**src/rtl/mfb_frame_lng_stats_if.sv**
```systemverilog
// MFB frame-length bus as seen by passive observers: per-region length,
// upstream-saturation flag, end-of-frame marks and the transfer handshake.
interface mfb_frame_lng_stats_if #(
  parameter int REGIONS   = 1,
  parameter int LNG_WIDTH = 16
);
  logic [REGIONS*LNG_WIDTH-1:0] RX_FRAME_LNG;
  logic [REGIONS-1:0]           RX_LNG_OVF;
  logic [REGIONS-1:0]           RX_EOF;
  logic                         RX_SRC_RDY;
  logic                         RX_DST_RDY;

  modport master (
    output RX_FRAME_LNG,
    output RX_LNG_OVF,
    output RX_EOF,
    output RX_SRC_RDY,
    output RX_DST_RDY
  );

  modport slave (
    input RX_FRAME_LNG,
    input RX_LNG_OVF,
    input RX_EOF,
    input RX_SRC_RDY,
    input RX_DST_RDY
  );
endinterface

```
**src/rtl/mfb_frame_lng_stats.sv**
```systemverilog
// Frame length statistics: classifies every frame ending on an accepted MFB
// word as undersize / in-range / oversize and accumulates saturating frame,
// byte and error counters. SAMPLE freezes a coherent snapshot of all counters
// (events of the SAMPLE cycle itself belong to the next period) and can
// optionally restart the live counters.
module mfb_frame_lng_stats #(
  parameter int REGIONS        = 1,
  parameter int LNG_WIDTH      = 16,
  parameter int CNT_WIDTH      = 32,
  parameter int FRAME_SIZE_MIN = 60,
  parameter int FRAME_SIZE_MAX = 1518
) (
  input  logic                  CLK,
  input  logic                  RESET,
  mfb_frame_lng_stats_if.slave  rx,
  input  logic                  SAMPLE,
  input  logic                  CLR_ON_SAMPLE,
  output logic [CNT_WIDTH-1:0]  CNT_FRAMES,
  output logic [CNT_WIDTH-1:0]  CNT_BYTES,
  output logic [CNT_WIDTH-1:0]  CNT_UNDERSIZE,
  output logic [CNT_WIDTH-1:0]  CNT_OVERSIZE,
  output logic                  CNT_VLD
);

  localparam int PC_W  = $clog2(REGIONS + 1);
  localparam int BI_W  = LNG_WIDTH + $clog2(REGIONS) + 1;
  localparam int SUM_W = ((CNT_WIDTH > BI_W) ? CNT_WIDTH : BI_W) + 1;

  localparam logic [LNG_WIDTH-1:0] LNG_MIN = LNG_WIDTH'(FRAME_SIZE_MIN);
  localparam logic [LNG_WIDTH-1:0] LNG_MAX = LNG_WIDTH'(FRAME_SIZE_MAX);

  // Saturating accumulate; an increment wider than the counter (byte sums
  // with narrow counters) is handled by summing in a wider domain.
  function automatic logic [CNT_WIDTH-1:0] sat_add(
    input logic [CNT_WIDTH-1:0] base,
    input logic [SUM_W-2:0]     inc
  );
    logic [SUM_W-1:0] sum;
    sum = SUM_W'(base) + SUM_W'(inc);
    if (|sum[SUM_W-1:CNT_WIDTH]) return '1;
    return sum[CNT_WIDTH-1:0];
  endfunction

  logic [PC_W-1:0]      frm_inc_p1_d, frm_inc_p1_q;
  logic [PC_W-1:0]      und_inc_p1_d, und_inc_p1_q;
  logic [PC_W-1:0]      ovr_inc_p1_d, ovr_inc_p1_q;
  logic [BI_W-1:0]      byt_inc_p1_d, byt_inc_p1_q;
  logic                 sample_p1_q, clr_p1_q;
  logic [LNG_WIDTH-1:0] lng_r;

  logic [CNT_WIDTH-1:0] frm_live_d, frm_live_q;
  logic [CNT_WIDTH-1:0] byt_live_d, byt_live_q;
  logic [CNT_WIDTH-1:0] und_live_d, und_live_q;
  logic [CNT_WIDTH-1:0] ovr_live_d, ovr_live_q;
  logic [CNT_WIDTH-1:0] frm_snap_q, byt_snap_q, und_snap_q, ovr_snap_q;
  logic                 vld_p2_q;

  // Stage 1 combinational: per-cycle increments from every accepted EOF
  always_comb begin
    frm_inc_p1_d = '0;
    und_inc_p1_d = '0;
    ovr_inc_p1_d = '0;
    byt_inc_p1_d = '0;
    lng_r        = '0;
    for (int r = 0; r < REGIONS; r++) begin
      lng_r = rx.RX_FRAME_LNG[r*LNG_WIDTH +: LNG_WIDTH];
      if (rx.RX_LNG_OVF[r]) lng_r = '1;
      if (rx.RX_SRC_RDY && rx.RX_DST_RDY && rx.RX_EOF[r]) begin
        frm_inc_p1_d = frm_inc_p1_d + PC_W'(1);
        byt_inc_p1_d = byt_inc_p1_d + BI_W'(lng_r);
        if (rx.RX_LNG_OVF[r] || (lng_r > LNG_MAX)) ovr_inc_p1_d = ovr_inc_p1_d + PC_W'(1);
        else if (lng_r < LNG_MIN)                  und_inc_p1_d = und_inc_p1_d + PC_W'(1);
      end
    end
  end

  // Stage 1 register: increments plus the sample request travelling with them
  always_ff @(posedge CLK) begin
    if (RESET) begin
      frm_inc_p1_q <= '0;
      und_inc_p1_q <= '0;
      ovr_inc_p1_q <= '0;
      byt_inc_p1_q <= '0;
      sample_p1_q  <= 1'b0;
      clr_p1_q     <= 1'b0;
    end else begin
      frm_inc_p1_q <= frm_inc_p1_d;
      und_inc_p1_q <= und_inc_p1_d;
      ovr_inc_p1_q <= ovr_inc_p1_d;
      byt_inc_p1_q <= byt_inc_p1_d;
      sample_p1_q  <= SAMPLE;
      clr_p1_q     <= SAMPLE & CLR_ON_SAMPLE;
    end
  end

  // Stage 2 combinational: live counters accumulate, restarting from the
  // current increment when a clearing sample retires
  always_comb begin
    frm_live_d = sat_add(clr_p1_q ? '0 : frm_live_q, (SUM_W-1)'(frm_inc_p1_q));
    byt_live_d = sat_add(clr_p1_q ? '0 : byt_live_q, (SUM_W-1)'(byt_inc_p1_q));
    und_live_d = sat_add(clr_p1_q ? '0 : und_live_q, (SUM_W-1)'(und_inc_p1_q));
    ovr_live_d = sat_add(clr_p1_q ? '0 : ovr_live_q, (SUM_W-1)'(ovr_inc_p1_q));
  end

  // Stage 2 register: live counters, snapshot taken from pre-increment values
  always_ff @(posedge CLK) begin
    if (RESET) begin
      frm_live_q <= '0;
      byt_live_q <= '0;
      und_live_q <= '0;
      ovr_live_q <= '0;
      frm_snap_q <= '0;
      byt_snap_q <= '0;
      und_snap_q <= '0;
      ovr_snap_q <= '0;
      vld_p2_q   <= 1'b0;
    end else begin
      frm_live_q <= frm_live_d;
      byt_live_q <= byt_live_d;
      und_live_q <= und_live_d;
      ovr_live_q <= ovr_live_d;
      vld_p2_q   <= sample_p1_q;
      if (sample_p1_q) begin
        frm_snap_q <= frm_live_q;
        byt_snap_q <= byt_live_q;
        und_snap_q <= und_live_q;
        ovr_snap_q <= ovr_live_q;
      end
    end
  end

  assign CNT_FRAMES    = frm_snap_q;
  assign CNT_BYTES     = byt_snap_q;
  assign CNT_UNDERSIZE = und_snap_q;
  assign CNT_OVERSIZE  = ovr_snap_q;
  assign CNT_VLD       = vld_p2_q;

endmodule
```
**src/flat_wrapper.sv**
```systemverilog
// flat-port wrapper written by rule: the top's interface ports become plain ports
module mfb_frame_lng_stats_flat 
#(
  parameter int REGIONS        = 1,
  parameter int LNG_WIDTH      = 16,
  parameter int CNT_WIDTH      = 32,
  parameter int FRAME_SIZE_MIN = 60,
  parameter int FRAME_SIZE_MAX = 1518
)
  (CLK, RESET, SAMPLE, CLR_ON_SAMPLE, CNT_FRAMES, CNT_BYTES, CNT_UNDERSIZE, CNT_OVERSIZE, CNT_VLD, rx_RX_FRAME_LNG, rx_RX_LNG_OVF, rx_RX_EOF, rx_RX_SRC_RDY, rx_RX_DST_RDY);
  mfb_frame_lng_stats_if #(.REGIONS(REGIONS), .LNG_WIDTH(LNG_WIDTH)) rx_i ();
  input  logic CLK;
  input  logic RESET;
  input  logic SAMPLE;
  input  logic CLR_ON_SAMPLE;
  output logic [CNT_WIDTH-1:0] CNT_FRAMES;
  output logic [CNT_WIDTH-1:0] CNT_BYTES;
  output logic [CNT_WIDTH-1:0] CNT_UNDERSIZE;
  output logic [CNT_WIDTH-1:0] CNT_OVERSIZE;
  output logic CNT_VLD;
  input wire logic [$bits(rx_i.RX_FRAME_LNG)-1:0] rx_RX_FRAME_LNG;
  input wire logic [$bits(rx_i.RX_LNG_OVF)-1:0] rx_RX_LNG_OVF;
  input wire logic [$bits(rx_i.RX_EOF)-1:0] rx_RX_EOF;
  input wire logic [$bits(rx_i.RX_SRC_RDY)-1:0] rx_RX_SRC_RDY;
  input wire logic [$bits(rx_i.RX_DST_RDY)-1:0] rx_RX_DST_RDY;
  assign rx_i.RX_FRAME_LNG = rx_RX_FRAME_LNG;
  assign rx_i.RX_LNG_OVF = rx_RX_LNG_OVF;
  assign rx_i.RX_EOF = rx_RX_EOF;
  assign rx_i.RX_SRC_RDY = rx_RX_SRC_RDY;
  assign rx_i.RX_DST_RDY = rx_RX_DST_RDY;
  mfb_frame_lng_stats #(.REGIONS(REGIONS), .LNG_WIDTH(LNG_WIDTH), .CNT_WIDTH(CNT_WIDTH), .FRAME_SIZE_MIN(FRAME_SIZE_MIN), .FRAME_SIZE_MAX(FRAME_SIZE_MAX)) u_core (.CLK(CLK), .RESET(RESET), .rx(rx_i), .SAMPLE(SAMPLE), .CLR_ON_SAMPLE(CLR_ON_SAMPLE), .CNT_FRAMES(CNT_FRAMES), .CNT_BYTES(CNT_BYTES), .CNT_UNDERSIZE(CNT_UNDERSIZE), .CNT_OVERSIZE(CNT_OVERSIZE), .CNT_VLD(CNT_VLD));
endmodule
```
**config.mk**
```make
export PLATFORM = sky130hd
export DESIGN_NAME = mfb_frame_lng_stats_flat
export DESIGN_NICKNAME = d
export VERILOG_FILES = /design/src/rtl/mfb_frame_lng_stats_if.sv /design/src/rtl/mfb_frame_lng_stats.sv /design/src/flat_wrapper.sv
export SDC_FILE = /design/constraint.sdc
export NUM_CORES = 1
export LEC_CHECK = 0
export CORE_MARGIN = 2
export CORE_UTILIZATION = 60
export DETAILED_ROUTE_END_ITERATION = 10
export PLACE_DENSITY = 0.85
export SLEW_MARGIN = 20
export SYNTH_ARGS = -nofsm -noshare
export SYNTH_HDL_FRONTEND = slang
export SYNTH_SLANG_ARGS = --single-unit
export TNS_END_PERCENT = 10
```
**constraint.sdc**
```tcl
create_clock -name CLK -period 5.8 [get_ports CLK]
set_input_delay 0.87 -clock CLK [delete_from_list [all_inputs] [get_ports CLK]]
set_output_delay 0.87 -clock CLK [all_outputs]
set_load 0.05 [all_outputs]
```
==> flow_metrics.tcl <==
set metrics [dict create \
    pwr-share-clk_pct 48.8 \
    synth_largest_area_cell "dfxtp_1" \
    slew_headroom_pct 29.4 \
    post-place-ws_ps 1860 \
    rsz0062_at_grt "no" \
    path_clk_slew_ps 60 \
    hold_path_class "reg2reg" \
    status "finished, final reports clean" \
    numClockSinks 278 \
    drt-pass1-iter-count 6 \
    ir_worst_vdd_mv 0.294 \
    synth-seq-area-share_pct 44.8 \
    avgSynthCellArea_um2 8.97 \
    slowest_stage "nor3_1" \
    rows 52 \
    synth_top_cell_area_share_pct 44.8 \
    yosys-top-cells-count "dfxtp_1 (278), nor2_1 (203), mux2i_1 (129)" \
    grt_pass1_wl_um 47800 \
    final.setup.tns_ps 0 \
    path_delay_family "simple AND/OR/NAND/NOR gates" \
    maxCapViolations 0 \
    hp-start "u_core.CNT_OVERSIZE[17]" \
    startpoint_type "flip-flop" \
    worstSkewPairLatency_ps 530 \
    ctsHoldBuffers 0 \
    end_kind "flip-flop" \
    synth_simple_gate_area_share_pct 22.5 \
    synth_fa_ha_area_share_pct 2.38 \
    worst_slew_pin_slew_ps 1050 \
    p_comb_share_pct 3.4 \
    swShare_pct 21.0 \
    die_x_um 148 \
    area_delta_synth_final_pct 21.4 \
    path_cells "buf_4 -> nor2b_1 -> ha_1 -> ha_1 -> nand4_1 -> nor3_1 -> nand2_1 -> o21a_1 -> nor2_1" \
    fin_area_um2 15100 \
    switchingPower_w 0.000849 \
    path_buf_inv 1 \
    yosysWarnings 0 \
    coreArea_um2 20300 \
    synth_top_family_by_area "simple AND/OR/NAND/NOR gates" \
    antenna_cells 0 \
    portBuffers 152 \
    finalMaxSlewViolations 0 \
    min_path_cells 2 \
    worstPathArrival_ps 4290 \
    drive_above_1_share_pct 5.20 \
    ys_seq_elements 278 \
    synth.area.mux_share_pct 10.6 \
    worstPathRequired_ps 6260 \
    syn_area_um2 12400 \
    cp_common_cell "ha_1" \
    synth-main-ff-cell "dfxtp_1" \
    drtIter0Drc 610 \
    startpoint "u_core.clr_p1_q" \
    place_congestion 0.913 \
    synth-compound-area-share_pct 9.90 \
    crit_path_max_fanout 44 \
    synth_cells 1384 \
    layout.nets 1543 \
    holdPathEnd "u_core.CNT_OVERSIZE[17]" \
    wire_per_inst_um 16.2 \
    setup_viol_count_final 0 \
    post_cts.repair.setup_buffers 0 \
    rr_startpoint "u_core.clr_p1_q" \
    final.period_utilization_pct 66.1 \
    die_y_um 148 \
    ys_top_cells_by_area "dfxtp_1 (45%), mux2i_1 (10%), nor2_1 (6.1%)" \
    place_area_um2 14000 \
    p_per_area_nw_per_um2 268 \
    period_needed_ps 3830 \
    ys_types 67 \
    grt_pass1_vias 9762 \
    wirelength_um 29000 \
    antenna_found_initial 0 \
    p_int_w 0.00319 \
    reg2reg_slack_ps 1970 \
    finalHoldViolations 0 \
    ff2ff_path_depth 9 \
    gr-total-overflow 0 \
    synth_xor_xnor_area_share_pct 6.77 \
    fin_ws_ps 1970 \
    p_leak_nw 5.62 \
    dieArea_um2 21900 \
    finalClockSkew_ps 12.8 \
    r2r-end "u_core.und_live_q[11]" \
    grt_usage_pct 25.8 \
    cts_resized 0 \
    h-tree-depth 1 \
    io_pins 153 \
    drtAntennaViolNets 0 \
    grt_max_degree 102 \
    critical-path-max-stage-delay_ps 950 \
    synth_edf_count 0 \
    critPathKind "reg2reg" \
    cts_tree "yes" \
    drc_errors 0 \
    synth.most_common_cell "dfxtp_1" \
    dp_hpwl_um 19000 \
    cts-root-buf "clkbuf_16" \
    vias 10303 \
    cts_made_buffers 28 \
    via_per_inst 5.76 \
    async_flop_share_pct 0 \
    pwr-share-seq_pct 47.8 \
    fmax_mhz 261 \
    synthesis.nets 1431 \
    cts_buffer_depth 3 \
    start_util_pct 61.2 \
]
[worst reg2reg max path: stages (launching register included)]
cell and delay (ps):
dfxtp_2 540, buf_4 410, nor2b_1 180, ha_1 200, ha_1 230, nand4_1 310
nor3_1 950, nand2_1 610, o21a_1 270, nor2_1 80
[power by group through the flow]
stage	Combinational, W	Sequential, W	Clock (W)
2_1_floorplan	0.000104	0.00197	0
3_3_place_gp	0.000136	0.00198	0
3_5_place_dp	0.000137	0.00198	0
4_1_cts	0.000138	0.00193	0.00200
5_1_grt	0.000150	0.00193	0.00207
6_report	0.000138	0.00193	0.00197
[placed cells by master, fill, tap and decap left out, types with 9 or more instances in the layout]
master           synthesis  final
nor2_1                 203    203
ha_1                    22     22
clkbuf_16                0     30
a21o_1                   9      9
and3_1                  19     19
nand2_1                 89     89
nor2b_1                 57     57
mux2i_1                129    129
a21oi_1                110    110
o21ai_0                 30     30
clkdlybuf4s50_1          0    151
nor3_1                  30     30
dfxtp_1                278    276
inv_1                   18     18
clkinv_2                 0      9
a31oi_1                  9      9
xnor2_1                 69     69
and4_1                  15     15
nand4_1                 31     31
nand3_1                 43     43
xor2_1                  27     27
[sequential cells by signal, indices dropped and copies added (netlist names)]
name                  count
u_core.clr_p1_q           1
u_core.ovr_inc_p1_q       1
u_core.CNT_BYTES         32
u_core.CNT_UNDERSIZE     32
u_core.CNT_VLD            1
u_core.und_inc_p1_q       1
u_core.frm_inc_p1_q       1
u_core.byt_live_q        32
u_core.sample_p1_q        1
u_core.und_live_q        32
u_core.frm_live_q        32
u_core.ovr_live_q        32
u_core.byt_inc_p1_q      16
u_core.CNT_FRAMES        32
u_core.CNT_OVERSIZE      32
[metrics by stage]
| step | instances | hold slack, ps | power [W] | util [%] |
|---|---|---|---|---|
| after floorplan | 1384 | 456 | 0.00207 | - |
| after global placement | 1735 | 472 | 0.00211 | 69.1 |
| after detailed placement | 1735 | 471 | 0.00211 | 69.1 |
| after CTS | 1787 | 495 | 0.00407 | 74.2 |
| after global routing | 1788 | 509 | 0.00416 | 74.2 |
| final | 1788 | 493 | 0.00404 | 74.2 |
[area by class of cell]
type | count | area [um^2]
Sequential cell | 278 | 5570
Multi-Input combinational cell | 1010 | 6480
Clock buffer | 36 | 823
Fill cell | 1468 | 5230
Inverter | 19 | 71.3
Tap cell | 270 | 338
Timing Repair Buffer | 159 | 1580
Clock inverter | 16 | 211
[per-layer routing]
| metal | vias up | share of wire [%] | global-route usage [%] |
|---|---|---|---|
| met4 | 0 | 1.8 | 6.81 |
| met3 | 52 | 6.7 | 5.09 |
| li1 | 5054 | - | - |
| met1 | 4829 | 44 | 33.6 |
| met2 | 368 | 48 | 44.2 |
| met5 | - | 0 | 0 |
[cells by family (layout without fill, tap and decap cells)]
family / count (synthesis) / after routing
AO/OA/AOI/OAI: 209 / 209
XOR/XNOR: 96 / 96
adder cells (fa/ha/maj): 23 / 23
buffers and inverters: 96 / 230
flip-flops: 278 / 278
multiplexers: 131 / 131
AND/OR/NAND/NOR: 551 / 551
[worst max path at each step]
stage / endpoint / slack [ps] / cells after the start
final: u_core.und_live_q[11] / 1970 / 9
after global routing: u_core.und_live_q[11] / 1590 / 9
after CTS: u_core.byt_live_q[19] / 1840 / 9
after detailed placement: u_core.byt_live_q[19] / 1860 / 9
after global placement: u_core.byt_live_q[19] / 1940 / 9
after floorplan: u_core.byt_live_q[27] / 2270 / 13
Power figures use the tool's default switching activity.
